## src/rtl/key_event_scanner.sv

```systemverilog
// Strobe generator, key-press edge detector and event FIFO for the hold latches.
// Define KEY_RELEASE_EVT_EN to also queue key-release events.
module key_event_scanner #(
    parameter int unsigned NUM_KEYS   = 4,
    parameter int unsigned TICK_DIV   = 4,
    parameter int unsigned FIFO_DEPTH = 4
) (
    input  logic                        clk,
    input  logic                        reset,
    input  logic [NUM_KEYS-1:0]         key_held,
    output logic                        tick,
    output logic                        evt_valid,
    input  logic                        evt_ready,
    output logic [$clog2(NUM_KEYS)-1:0] evt_key,
    output logic                        evt_release,
    output logic                        overflow
);

    localparam int unsigned KW = $clog2(NUM_KEYS);
    localparam int unsigned DW = $clog2(TICK_DIV);
    localparam int unsigned PW = $clog2(FIFO_DEPTH);
    localparam int unsigned CW = PW + 1;
`ifdef KEY_RELEASE_EVT_EN
    localparam int unsigned EW = KW + 1;
`else
    localparam int unsigned EW = KW;
`endif

    logic [DW-1:0]       div_q, div_d;
    logic                tick_q, tick_d;
    logic [NUM_KEYS-1:0] prev_q, prev_d;
    logic [NUM_KEYS-1:0] pend_p_q, pend_p_d, pend_p_nx, newp;
    logic                ovf_q, ovf_d;
    logic [EW-1:0]       mem_q [FIFO_DEPTH];
    logic [EW-1:0]       mem_d [FIFO_DEPTH];
    logic [PW-1:0]       wr_ptr_q, wr_ptr_d, rd_ptr_q, rd_ptr_d;
    logic [CW-1:0]       cnt_q, cnt_d;
    logic                valid_q, valid_d;
    logic                pop, push, full, p_any;
    logic [KW-1:0]       p_idx;
    logic [EW-1:0]       entry;
`ifdef KEY_RELEASE_EVT_EN
    logic [NUM_KEYS-1:0] pend_r_q, pend_r_d, pend_r_nx, newr;
    logic                r_any;
    logic [KW-1:0]       r_idx;
`endif

    // Next-state: divider, sampling, arbitration and FIFO bookkeeping
    always_comb begin
        div_d    = (div_q == DW'(TICK_DIV - 1)) ? '0 : div_q + DW'(1);
        tick_d   = (div_q == DW'(TICK_DIV - 1));
        prev_d   = prev_q;
        ovf_d    = ovf_q;
        mem_d    = mem_q;
        wr_ptr_d = wr_ptr_q;
        rd_ptr_d = rd_ptr_q;
        cnt_d    = cnt_q;
        newp     = '0;
        p_any    = 1'b0;
        p_idx    = '0;
        pop      = valid_q && evt_ready;
        full     = (cnt_q == CW'(FIFO_DEPTH));

        // Downward scan leaves the lowest set index in p_idx
        for (int i = NUM_KEYS - 1; i >= 0; i--) begin
            if (pend_p_q[i]) begin
                p_any = 1'b1;
                p_idx = KW'(i);
            end
        end
        pend_p_nx = pend_p_q;

`ifdef KEY_RELEASE_EVT_EN
        newr  = '0;
        r_any = 1'b0;
        r_idx = '0;
        for (int i = NUM_KEYS - 1; i >= 0; i--) begin
            if (pend_r_q[i]) begin
                r_any = 1'b1;
                r_idx = KW'(i);
            end
        end
        pend_r_nx = pend_r_q;
        push      = (p_any || r_any) && (!full || pop);
        entry     = p_any ? {1'b0, p_idx} : {1'b1, r_idx};
        if (push && p_any) pend_p_nx[p_idx] = 1'b0;
        if (push && !p_any) pend_r_nx[r_idx] = 1'b0;
`else
        push  = p_any && (!full || pop);
        entry = p_idx;
        if (push) pend_p_nx[p_idx] = 1'b0;
`endif

        // An edge only counts as lost if its bit is still waiting after this edge's push
        pend_p_d = pend_p_nx;
`ifdef KEY_RELEASE_EVT_EN
        pend_r_d = pend_r_nx;
`endif
        if (tick_q) begin
            newp     = key_held & ~prev_q;
            pend_p_d = pend_p_nx | newp;
            prev_d   = key_held;
            if (|(newp & pend_p_nx)) ovf_d = 1'b1;
`ifdef KEY_RELEASE_EVT_EN
            newr     = prev_q & ~key_held;
            pend_r_d = pend_r_nx | newr;
            if (|(newr & pend_r_nx)) ovf_d = 1'b1;
`endif
        end

        if (push) begin
            mem_d[wr_ptr_q] = entry;
            wr_ptr_d        = wr_ptr_q + PW'(1);
        end
        if (pop) rd_ptr_d = rd_ptr_q + PW'(1);
        case ({push, pop})
            2'b10:   cnt_d = cnt_q + CW'(1);
            2'b01:   cnt_d = cnt_q - CW'(1);
            default: cnt_d = cnt_q;
        endcase
        valid_d = (cnt_d != '0);
    end

    always_ff @(posedge clk) begin
        if (reset) begin
            div_q    <= '0;
            tick_q   <= 1'b0;
            prev_q   <= '0;
            pend_p_q <= '0;
            ovf_q    <= 1'b0;
            mem_q    <= '{default: '0};
            wr_ptr_q <= '0;
            rd_ptr_q <= '0;
            cnt_q    <= '0;
            valid_q  <= 1'b0;
`ifdef KEY_RELEASE_EVT_EN
            pend_r_q <= '0;
`endif
        end else begin
            div_q    <= div_d;
            tick_q   <= tick_d;
            prev_q   <= prev_d;
            pend_p_q <= pend_p_d;
            ovf_q    <= ovf_d;
            mem_q    <= mem_d;
            wr_ptr_q <= wr_ptr_d;
            rd_ptr_q <= rd_ptr_d;
            cnt_q    <= cnt_d;
            valid_q  <= valid_d;
`ifdef KEY_RELEASE_EVT_EN
            pend_r_q <= pend_r_d;
`endif
        end
    end

    assign tick      = tick_q;
    assign evt_valid = valid_q;
    assign evt_key   = mem_q[rd_ptr_q][KW-1:0];
    assign overflow  = ovf_q;
`ifdef KEY_RELEASE_EVT_EN
    assign evt_release = mem_q[rd_ptr_q][KW];
`else
    assign evt_release = 1'b0;
`endif

endmodule

```

## config.mk

```make
export PLATFORM = sky130hd
export DESIGN_NAME = key_event_scanner
export DESIGN_NICKNAME = d
export VERILOG_FILES = /design/src/rtl/key_event_scanner.sv
export SDC_FILE = /design/constraint.sdc
export NUM_CORES = 1
export LEC_CHECK = 0
export BUFFER_PORTS_ARGS = -buffer_cell sky130_fd_sc_hd__buf_2
export CAP_MARGIN = 20
export CELL_PAD_IN_SITES_DETAIL_PLACEMENT = 0
export CELL_PAD_IN_SITES_GLOBAL_PLACEMENT = 1
export CORE_MARGIN = 5
export CORE_UTILIZATION = 30
export CTS_CLUSTER_SIZE = 14
export DETAILED_ROUTE_END_ITERATION = 7
export GPL_ROUTABILITY_DRIVEN = 0
export MAX_ROUTING_LAYER = met4
export PLACE_DENSITY_LB_ADDON = 0.1
export SLEW_MARGIN = 30
export SYNTH_ARGS = -nofsm -noshare
export SYNTH_HDL_FRONTEND = slang
export SYNTH_SLANG_ARGS = --single-unit
```

## constraint.sdc

```tcl
create_clock -name clk -period 1.85 [get_ports clk]
set_clock_uncertainty 0.1 [all_clocks]
set_input_delay 0.0925 -clock clk [delete_from_list [all_inputs] [get_ports clk]]
set_output_delay 0.0925 -clock clk [all_outputs]
set_load 0.03 [all_outputs]
```

==> results.toml, run 1 <==
[synth]
ys_seq_elements = 28
syn-mean-instance-area_um2 = 9.76
synth_cells = 142
syn_nets = 155
synth_cell_types = 39
netlist_area_um2 = 1390
seq_area_frac_synth_pct = 40.4
yosys_warnings = 0

[routing]
vias = 1082
vias_per_cell = 4.96
drt-pass1-iter-count = 4
antenna_left = 0
finalWirelength_um = 2850
wl_per_cell_um = 13.1
drc = 0
drtIter0Drc = 69

[clock_network]
clk_latency_ns = 0.27
numCtsBuffers = 3
htreeDepth = 1
cts.sinks = 28
clk_pin_slew_ns = 0.09
cts_buffer_depth = 2
cts_root_buf = "clkbuf_8"
cts_tree = "done"

[grt]
grt_max_degree = 16
grt_pass1_wl_um = 4990
grt_pass1_vias = 1078
grt-ovfl-total = 0
antenna_found_initial = 0
track_usage_pct = 10.1

[floorplanning]
fp.dieW_um = 78.0
dieArea_um2 = 6080
initial_utilization_pct = 31.4
ios = 13
placementRows = 24
coreArea_um2 = 4410
dieHeight_um = 78.0

[place]
pre_cts_slack_ns = -0.109
dpl_cell_area_um2 = 1550
port_buffers = 11
hpwl_um = 2150

[sta]
fmaxAchievable_mhz = 514
min_period_over_period_pct = 105
finalSetupViolations = 2
fin_crit_ns = 1.95
worst_slack_ns = -0.0973
finalHoldViolCount = 0
drv_slew = 0
setup_tns_ns = -0.140
rsz0062_at_grt = "true"

[power]
p_leak_nw = 0.651
ir_drop_mv = 0.424
power_mw = 1.35
powerDensity_nw_per_um2 = 811

[min_path]
hold_depth = 2
hp-class = "in2reg"

[run_status]
outcome = "finished, violations left"
violations = "negative setup slack"

[layout]
fillers = 443
final_cell_mix = "26 x dfxtp_1, 16 x nand2_1, 13 x mux2i_1"
area_growth_pct = 20.0
final_common_cell = "dfxtp_1"
nets = 180
drive_gt1_share_pct = 24.7
n_antenna_cell = 0
final_area_um2 = 1660

[critical_path]
start_kind = "flip-flop"
max_stage_delay_ns = 0.54
crit_arrival_ns = 2.00
crit_chain = "or4_4, nor2_4, fa_2, o21ai_1, nor3_1, o21a_1, o32ai_2"
crit_slowest_cell = "or4_4"
end_kind = "flip-flop"
rr_worst_depth = 7
cp.required_ns = 1.90
worstPathMaxFanout = 3
path_class = "reg2reg"

[run]
maxCapViolCount = 0
==> metrics by stage <==
step                      utilization [%]  cells  hold slack, ns
after floorplan                         -    142           0.140
final                                37.7    218          0.0180
after detailed placement             35.0    209           0.274
after CTS                            37.5    218          0.0132
after global placement               35.0    209           0.262
after global routing                 37.7    218          0.0179
==> worst paths after layout <==
check | to | slack [ns] | startpoint
max | evt_valid | -0.1 | pend_p_q[3]
min | wr_ptr_q[0] | 0.02 | reset
max reg2reg | evt_valid | -0.1 | pend_p_q[3]
min reg2reg | div_q[0] | 0.34 | div_q[0]
==> timing repair <==
item,4_1_cts,5_1_grt
endpoints found under the hold margin,5,0
endpoints found under the setup margin,2,6
pin swaps,2,2
buffers inserted,1,0
resized for setup,3,1
hold buffers,4,0
==> flip-flops by register name, indices dropped and copies added (netlist names) <==
signal,flops
mem_q,8
pend_p_q,4
prev_q,4
cnt_q,3
div_q,2
rd_ptr_q,2
wr_ptr_q,2
evt_valid,1
overflow,1
tick,1
==> per-layer routing <==
metal / part of all wire (%) / track usage [%] / up-vias / wire length (um)
li1: - / - / 548 / -
met1: 48 / 12.9 / 515 / 1360
met2: 47 / 16.2 / 17 / 1350
met3: 4.2 / 2.66 / 2 / 120
met4: 0.63 / 2.03 / 0 / 18
met5: 0 / - / - / 0
==> kinds of logic (layout without fill, tap and decap cells) <==
| logic type | after synthesis | after routing | synth area share (%) |
|---|---|---|---|
| AO/OA/AOI/OAI | 23 | 23 | 10.8 |
| XOR/XNOR | 4 | 4 | 2.53 |
| adder cells (fa/ha/maj) | 6 | 6 | 5.96 |
| buffers and inverters | 12 | 36 | 4.60 |
| flip-flops | 28 | 28 | 40.4 |
| multiplexers | 15 | 15 | 12.6 |
| other | 1 | 1 | 0.270 |
| AND/OR/NAND/NOR | 53 | 53 | 22.7 |
==> report_power, final <==
part           internal (mW)  total (mW)  switching, mW
sequential             0.641       0.692         0.0507
clock                  0.190       0.371          0.181
combinational          0.132       0.286          0.153
total                  0.964        1.35          0.385
==> synth_stat cells <==
library cell / instances / area share, %
and2_1: 1 / 0.45
or3_1: 1 / 0.45
mux4_2: 2 / 3.2
and2_0: 1 / 0.45
o32ai_1: 1 / 0.63
clkinv_1: 1 / 0.27
dfxtp_1: 28 / 40
mux2i_1: 13 / 9.4
nor4_4: 1 / 1.5
clkbuf_1: 3 / 0.81
a211oi_1: 3 / 1.6
buf_6: 2 / 1.6
nand2_1: 16 / 4.3
and3_4: 1 / 0.81
buf_4: 1 / 0.54
nor3_2: 1 / 0.72
nor3b_1: 2 / 1.1
fa_1: 1 / 1.4
nor3_4: 1 / 1.2
nor3_1: 6 / 2.2
nor2_4: 1 / 0.81
o21a_1: 2 / 1.1
o21ai_1: 1 / 0.36
o211ai_1: 1 / 0.54
ha_1: 5 / 4.5
nor2_1: 10 / 2.7
or4_4: 1 / 0.81
nand4_1: 1 / 0.45
a21oi_1: 8 / 2.9
inv_1: 5 / 1.4
o221a_2: 1 / 0.81
nor2b_1: 1 / 0.45
o21ai_0: 3 / 1.1
nand3b_1: 8 / 4.3
xor2_1: 1 / 0.63
o31ai_1: 1 / 0.54
conb_1: 1 / 0.27
xnor2_1: 3 / 1.9
o41ai_1: 2 / 1.3
==> critical path: cells and delay by family (launching register included) <==
kind | cells | cell delay [ns]
flip-flops | 1 | 0.33
AND/OR/NAND/NOR | 3 | 0.80
AO/OA/AOI/OAI | 3 | 0.34
adder cells (fa/ha/maj) | 1 | 0.26
==> layout make-up <==
class	instances	area (um2)	area share, %
Clock buffer	4	55.1	3.31
Timing Repair Buffer	26	178	10.7
Inverter	6	22.5	1.35
Sequential cell	28	563	33.8
Tap cell	52	65.1	3.91
Multi-Input combinational cell	102	781	46.9
Note: power is estimated with default switching activity, not from simulation.
==> run 2: changes to the inputs <==
--- a/config.mk
+++ b/config.mk
@@ -16,7 +16,6 @@
 export GPL_ROUTABILITY_DRIVEN = 0
 export MAX_ROUTING_LAYER = met4
 export PLACE_DENSITY_LB_ADDON = 0.1
-export SLEW_MARGIN = 30
 export SYNTH_ARGS = -nofsm -noshare
 export SYNTH_HDL_FRONTEND = slang
 export SYNTH_SLANG_ARGS = --single-unit
==> constraint.sdc (replaced) <==
create_clock -name clk -period 1.85 [get_ports clk]
set_clock_uncertainty 0.1 [all_clocks]
set_input_delay 0.185 -clock clk [delete_from_list [all_inputs] [get_ports clk]]
set_output_delay 0.185 -clock clk [all_outputs]
set_load 0.03 [all_outputs]
==> results.toml, run 2 (synthesis results as in run 1) <==
[routing]
antenna_left = 0
drt-pass1-iter-count = 4
route.met2.wl_um = 1340
vias = 1063
met1_length_um = 1380
drtIter0Drc = 69
finalWirelength_um = 2840
dr.max_layer_used = "met4"
vias_per_cell = 4.97
wl_per_cell_um = 13.3
drc = 0
wl_met3_um = 104

[grt]
grt_pass1_wl_um = 4990
grt_max_degree = 16
grt_pass1_vias = 1083
antenna_found_initial = 0
track_usage_pct = 10.1
grt-ovfl-total = 0

[min_path]
hold_depth = 3
holdPathEnd = "prev_q[0]"
hp-class = "in2reg"
min-delay-start = "key_held[0]"

[critical_path]
regToRegSetupSlack_ns = -0.1
start_kind = "flip-flop"
crit_arrival_ns = 2.00
path_class = "reg2reg"
reg2reg_to = "evt_valid"
cp.required_ns = 1.90
max_stage_delay_ns = 0.54
end_kind = "flip-flop"
crit_slowest_cell = "or4_4"
worstReg2RegStart = "pend_p_q[3]"
worstPathMaxFanout = 3
crit_chain = "or4_4, nor2_4, fa_2, o21ai_1, nor3_1, o21a_1, o32ai_2"
rr_worst_depth = 7

[clock_network]
numCtsBuffers = 3
htreeDepth = 1
cts_tree = "done"
clk_pin_slew_ns = 0.09
cts.sinks = 28
cts_root_buf = "clkbuf_8"
cts_buffer_depth = 2
clk_latency_ns = 0.27

[floorplanning]
dieArea_um2 = 6080
fp.dieW_um = 78.0
ios = 13
coreArea_um2 = 4410
dieHeight_um = 78.0
placementRows = 24
initial_utilization_pct = 31.4

[power]
p_leak_nw = 0.635
ir_drop_mv = 0.415
powerDensity_nw_per_um2 = 826
power_mw = 1.34

[sta]
finalSetupViolations = 2
drv_slew = 0
fin_crit_ns = 1.95
finalHoldViolCount = 0
min_period_over_period_pct = 105
rsz0062_at_grt = "true"
worst_slack_ns = -0.0967
fmaxAchievable_mhz = 514

[layout]
final_cell_mix = "26 x dfxtp_1, 16 x nand2_1, 13 x mux2i_1"
nets = 176
area_growth_pct = 17.1
largest_reg_flops = 8
largest_register = "mem_q"
reg_top3 = "mem_q x8, pend_p_q x4, prev_q x4"
n_antenna_cell = 0
final_common_cell = "dfxtp_1"
drive_gt1_share_pct = 25.3
fillers = 447

[place]
port_buffers = 11
hpwl_um = 2150
pre_cts_slack_ns = -0.109

[run_status]
violations = "negative setup slack"
outcome = "finished, violations left"

[run]
maxCapViolCount = 0
run 2: routing by layer:
layer | global-route usage [%] | vias to the layer above
met5 | - | -
met4 | 2.03 | 0
met3 | 2.66 | 2
met2 | 16.1 | 19
met1 | 13.0 | 503
li1 | - | 539
run 2: area by class of cell:
cell class | count | area [um2] | area share [%]
well taps | 52 | 65.1 | 4.01
repair buffers | 22 | 138 | 8.47
flip-flops and latches | 28 | 563 | 34.7
multi-input cells | 102 | 781 | 48.1
inverters | 6 | 22.5 | 1.39
clock buffers | 4 | 55.1 | 3.39
run 2: power by group:
group	internal, mW	leakage, nW	total [mW]	switching, mW
registers	0.641	0.228	0.692	0.0507
clock network	0.190	0.0288	0.371	0.181
logic	0.127	0.378	0.279	0.152
run 2: critical path, delay by kind of cell (launching register included):
family / cells / cell delay, ns
AOI/OAI and AO/OA: 3 / 0.34
and+or+nand+nor: 3 / 0.80
DFF: 1 / 0.33
adders and majority gates: 1 / 0.26
run 2: worst max-delay path by stage:
| stage | startpoint | to | slack, ns |
|---|---|---|---|
| after global routing | pend_p_q[3] | evt_valid | -0.17 |
| after detailed placement | pend_p_q[3] | evt_valid | -0.11 |
| after global placement | pend_p_q[3] | evt_valid | -0.08 |
| after floorplan | pend_p_q[3] | evt_valid | -0.17 |
| after CTS | pend_p_q[3] | evt_valid | -0.07 |
| final | pend_p_q[3] | evt_valid | -0.1 |
run 2: what timing repair did:
| item | 4_1_cts | 5_1_grt |
|---|---|---|
| resized for setup | 3 | 1 |
| hold buffers | 0 | 0 |
| setup endpoints to repair | 2 | 6 |
| buffers inserted | 1 | 0 |
| pin swaps | 2 | 2 |
run 2: through the flow:
step	TNS (ns)	cell area, um2	util [%]	hold WS, ns	cells
after floorplan	-0.249	1390	-	0.232	142
after CTS	-0.0906	1620	36.6	0.0759	214
after global routing	-0.331	1620	36.8	0.0837	214
after global placement	-0.0786	1550	35.0	0.317	209
final	-0.138	1620	36.8	0.0833	214
after detailed placement	-0.142	1550	35.0	0.332	209
==> run 3: changes to the inputs <==
--- a/config.mk
+++ b/config.mk
@@ -11,6 +11,7 @@
 export CELL_PAD_IN_SITES_GLOBAL_PLACEMENT = 1
 export CORE_MARGIN = 5
 export CORE_UTILIZATION = 30
+export CTS_BUF_LIST = sky130_fd_sc_hd__clkbuf_16
 export CTS_CLUSTER_SIZE = 14
 export DETAILED_ROUTE_END_ITERATION = 7
 export GPL_ROUTABILITY_DRIVEN = 0
==> results.toml, run 3 (synthesis results as in run 1) <==
[sta]
fmaxAchievable_mhz = 524
min_period_over_period_pct = 103
worst_pin_slew_ns = 0.547
finalHoldViolCount = 0
worst_slack_ns = -0.0582
rsz0062_at_grt = "true"
setup_tns_ns = -0.0600
finalSetupViolations = 2
fin_crit_ns = 1.91
drv_slew = 0
slew_headroom_pct = 63.3

[grt]
track_usage_pct = 10.1
grt_max_degree = 16
grt_pass1_vias = 1079
grt_pass1_wl_um = 4990
antenna_found_initial = 0
grt-ovfl-total = 0

[layout]
nets = 176
ff_latch_area_um2 = 563
final_cell_mix = "26 x dfxtp_1, 16 x nand2_1, 13 x mux2i_1"
largest_register = "mem_q"
fillers = 449
largest_reg_flops = 8
reg_top3 = "mem_q x8, pend_p_q x4, prev_q x4"
area_growth_pct = 18.6
n_antenna_cell = 0
drive_gt1_share_pct = 24.7
final_common_cell = "dfxtp_1"
multi_input_area_um2 = 777

[power]
p_seq_share_pct = 47.6
powerDensity_nw_per_um2 = 885
power_mw = 1.46
ir_drop_mv = 0.489
p_sw_share_pct = 27.4
p_comb_share_pct = 19.2
p_leak_nw = 0.641
switching_power_mw = 0.399
power_frac_clock_pct = 33.3
internal-power_mw = 1.06

[floorplanning]
fp.dieW_um = 78.0
coreArea_um2 = 4410
ios = 13
dieHeight_um = 78.0
initial_utilization_pct = 31.4
placementRows = 24
dieArea_um2 = 6080

[critical_path]
path_class = "reg2reg"
crit_slowest_cell = "or4_4"
start_kind = "flip-flop"
path_buf_inv = 0
end_kind = "flip-flop"
crit_start = "pend_p_q[3]"
crit_arrival_ns = 1.98
worst_path_dominant_cell_family = "simple AND/OR/NAND/NOR gates"
endpoint = "evt_valid"
regToRegSetupSlack_ns = -0.06
worstReg2RegStart = "pend_p_q[3]"
cp.required_ns = 1.92
crit_cells = 6
crit_chain = "or4_4, nor2_4, fa_2, nor3_4, o21a_1, o32ai_1"
rr_worst_depth = 6
max_stage_delay_ns = 0.54
reg2reg_to = "evt_valid"
worstPathMaxFanout = 3

[run_status]
violations = "negative setup slack"
outcome = "finished, violations left"

[clock_network]
clk_pin_slew_ns = 0.07
cts_buffer_depth = 2
cts.sinks = 28
clk_latency_ns = 0.26
cts_tree = "done"
hold_buffers = 0
numCtsBuffers = 3
cts_root_buf = "clkbuf_16"
htreeDepth = 1

[routing]
antenna_left = 0
vias = 1064
drt-pass1-iter-count = 4
drtIter0Drc = 56
finalWirelength_um = 2840
vias_per_cell = 4.97
drc = 0
wl_per_cell_um = 13.3

[run]
maxCapViolCount = 0

[place]
port_buffers = 11
pre_cts_slack_ns = -0.109
hpwl_um = 2150

[min_path]
hp-class = "in2reg"
[run 3: cell count changes in the layout (fill, tap and decap cells not counted), sizes merged]
cell | previous run | this run
clkbuf | 4 | 3
clkinv | 1 | 2
[run 3: per-stage QoR]
stage               area [um2]  util, %  std cells  hold slack, ns
floorplan                 1390        -        142           0.232
global placement          1550     35.0        209           0.317
detailed placement        1550     35.0        209           0.332
CTS                       1640     37.1        214          0.0967
global route              1640     37.2        214           0.106
finish                    1640     37.2        214          0.0972
[run 3: worst min-delay path by stage]
stage | to | slack, ns | start | depth (start not counted)
2_1_floorplan | prev_q[0] | 0.23 | key_held[0] | 2
3_3_place_gp | div_q[0] | 0.32 | div_q[0] | 1
3_5_place_dp | div_q[0] | 0.33 | div_q[0] | 1
4_1_cts | prev_q[0] | 0.1 | key_held[0] | 3
5_1_grt | prev_q[3] | 0.11 | key_held[3] | 3
6_report | prev_q[0] | 0.1 | key_held[0] | 3
[run 3: timing repair]
item	4_1_cts	5_1_grt
gates resized for setup	2	2
endpoints found under the hold margin	0	0
pin swaps	2	1
gates cloned	0	0
buffers inserted	1	0
endpoints found under the setup margin	2	12
[run 3: area by class of cell]
type / instances / area share, %
clock inverter: 1 / 0.228
sequential: 28 / 34.2
clock buffer: 3 / 4.57
inverter: 6 / 1.37
timing repair buffer: 22 / 8.37
tap: 52 / 3.96
multi-input combinational: 102 / 47.3
[run 3: power by group through the flow]
stage	combinational, mW	clock (mW)	sequential [mW]
floorplan	0.171	0	0.714
global placement	0.258	0	0.704
detailed placement	0.264	0	0.704
CTS	0.271	0.503	0.693
global route	0.310	0.524	0.702
finish	0.279	0.484	0.693
[run 3: worst min-delay path, delay by kind of cell]
family	cells	cell delay [ns]
and+or+nand+nor	1	0.07
muxes	1	0.06
buffers and inverters	1	0.10
[run 3: routing by layer]
layer	up-vias	GRT usage [%]	part of all wire, %
met5	-	-	0
met4	0	2.03	0.63
met3	2	2.66	3.3
met2	13	16.1	48
met1	509	13.0	48
li1	540	-	-
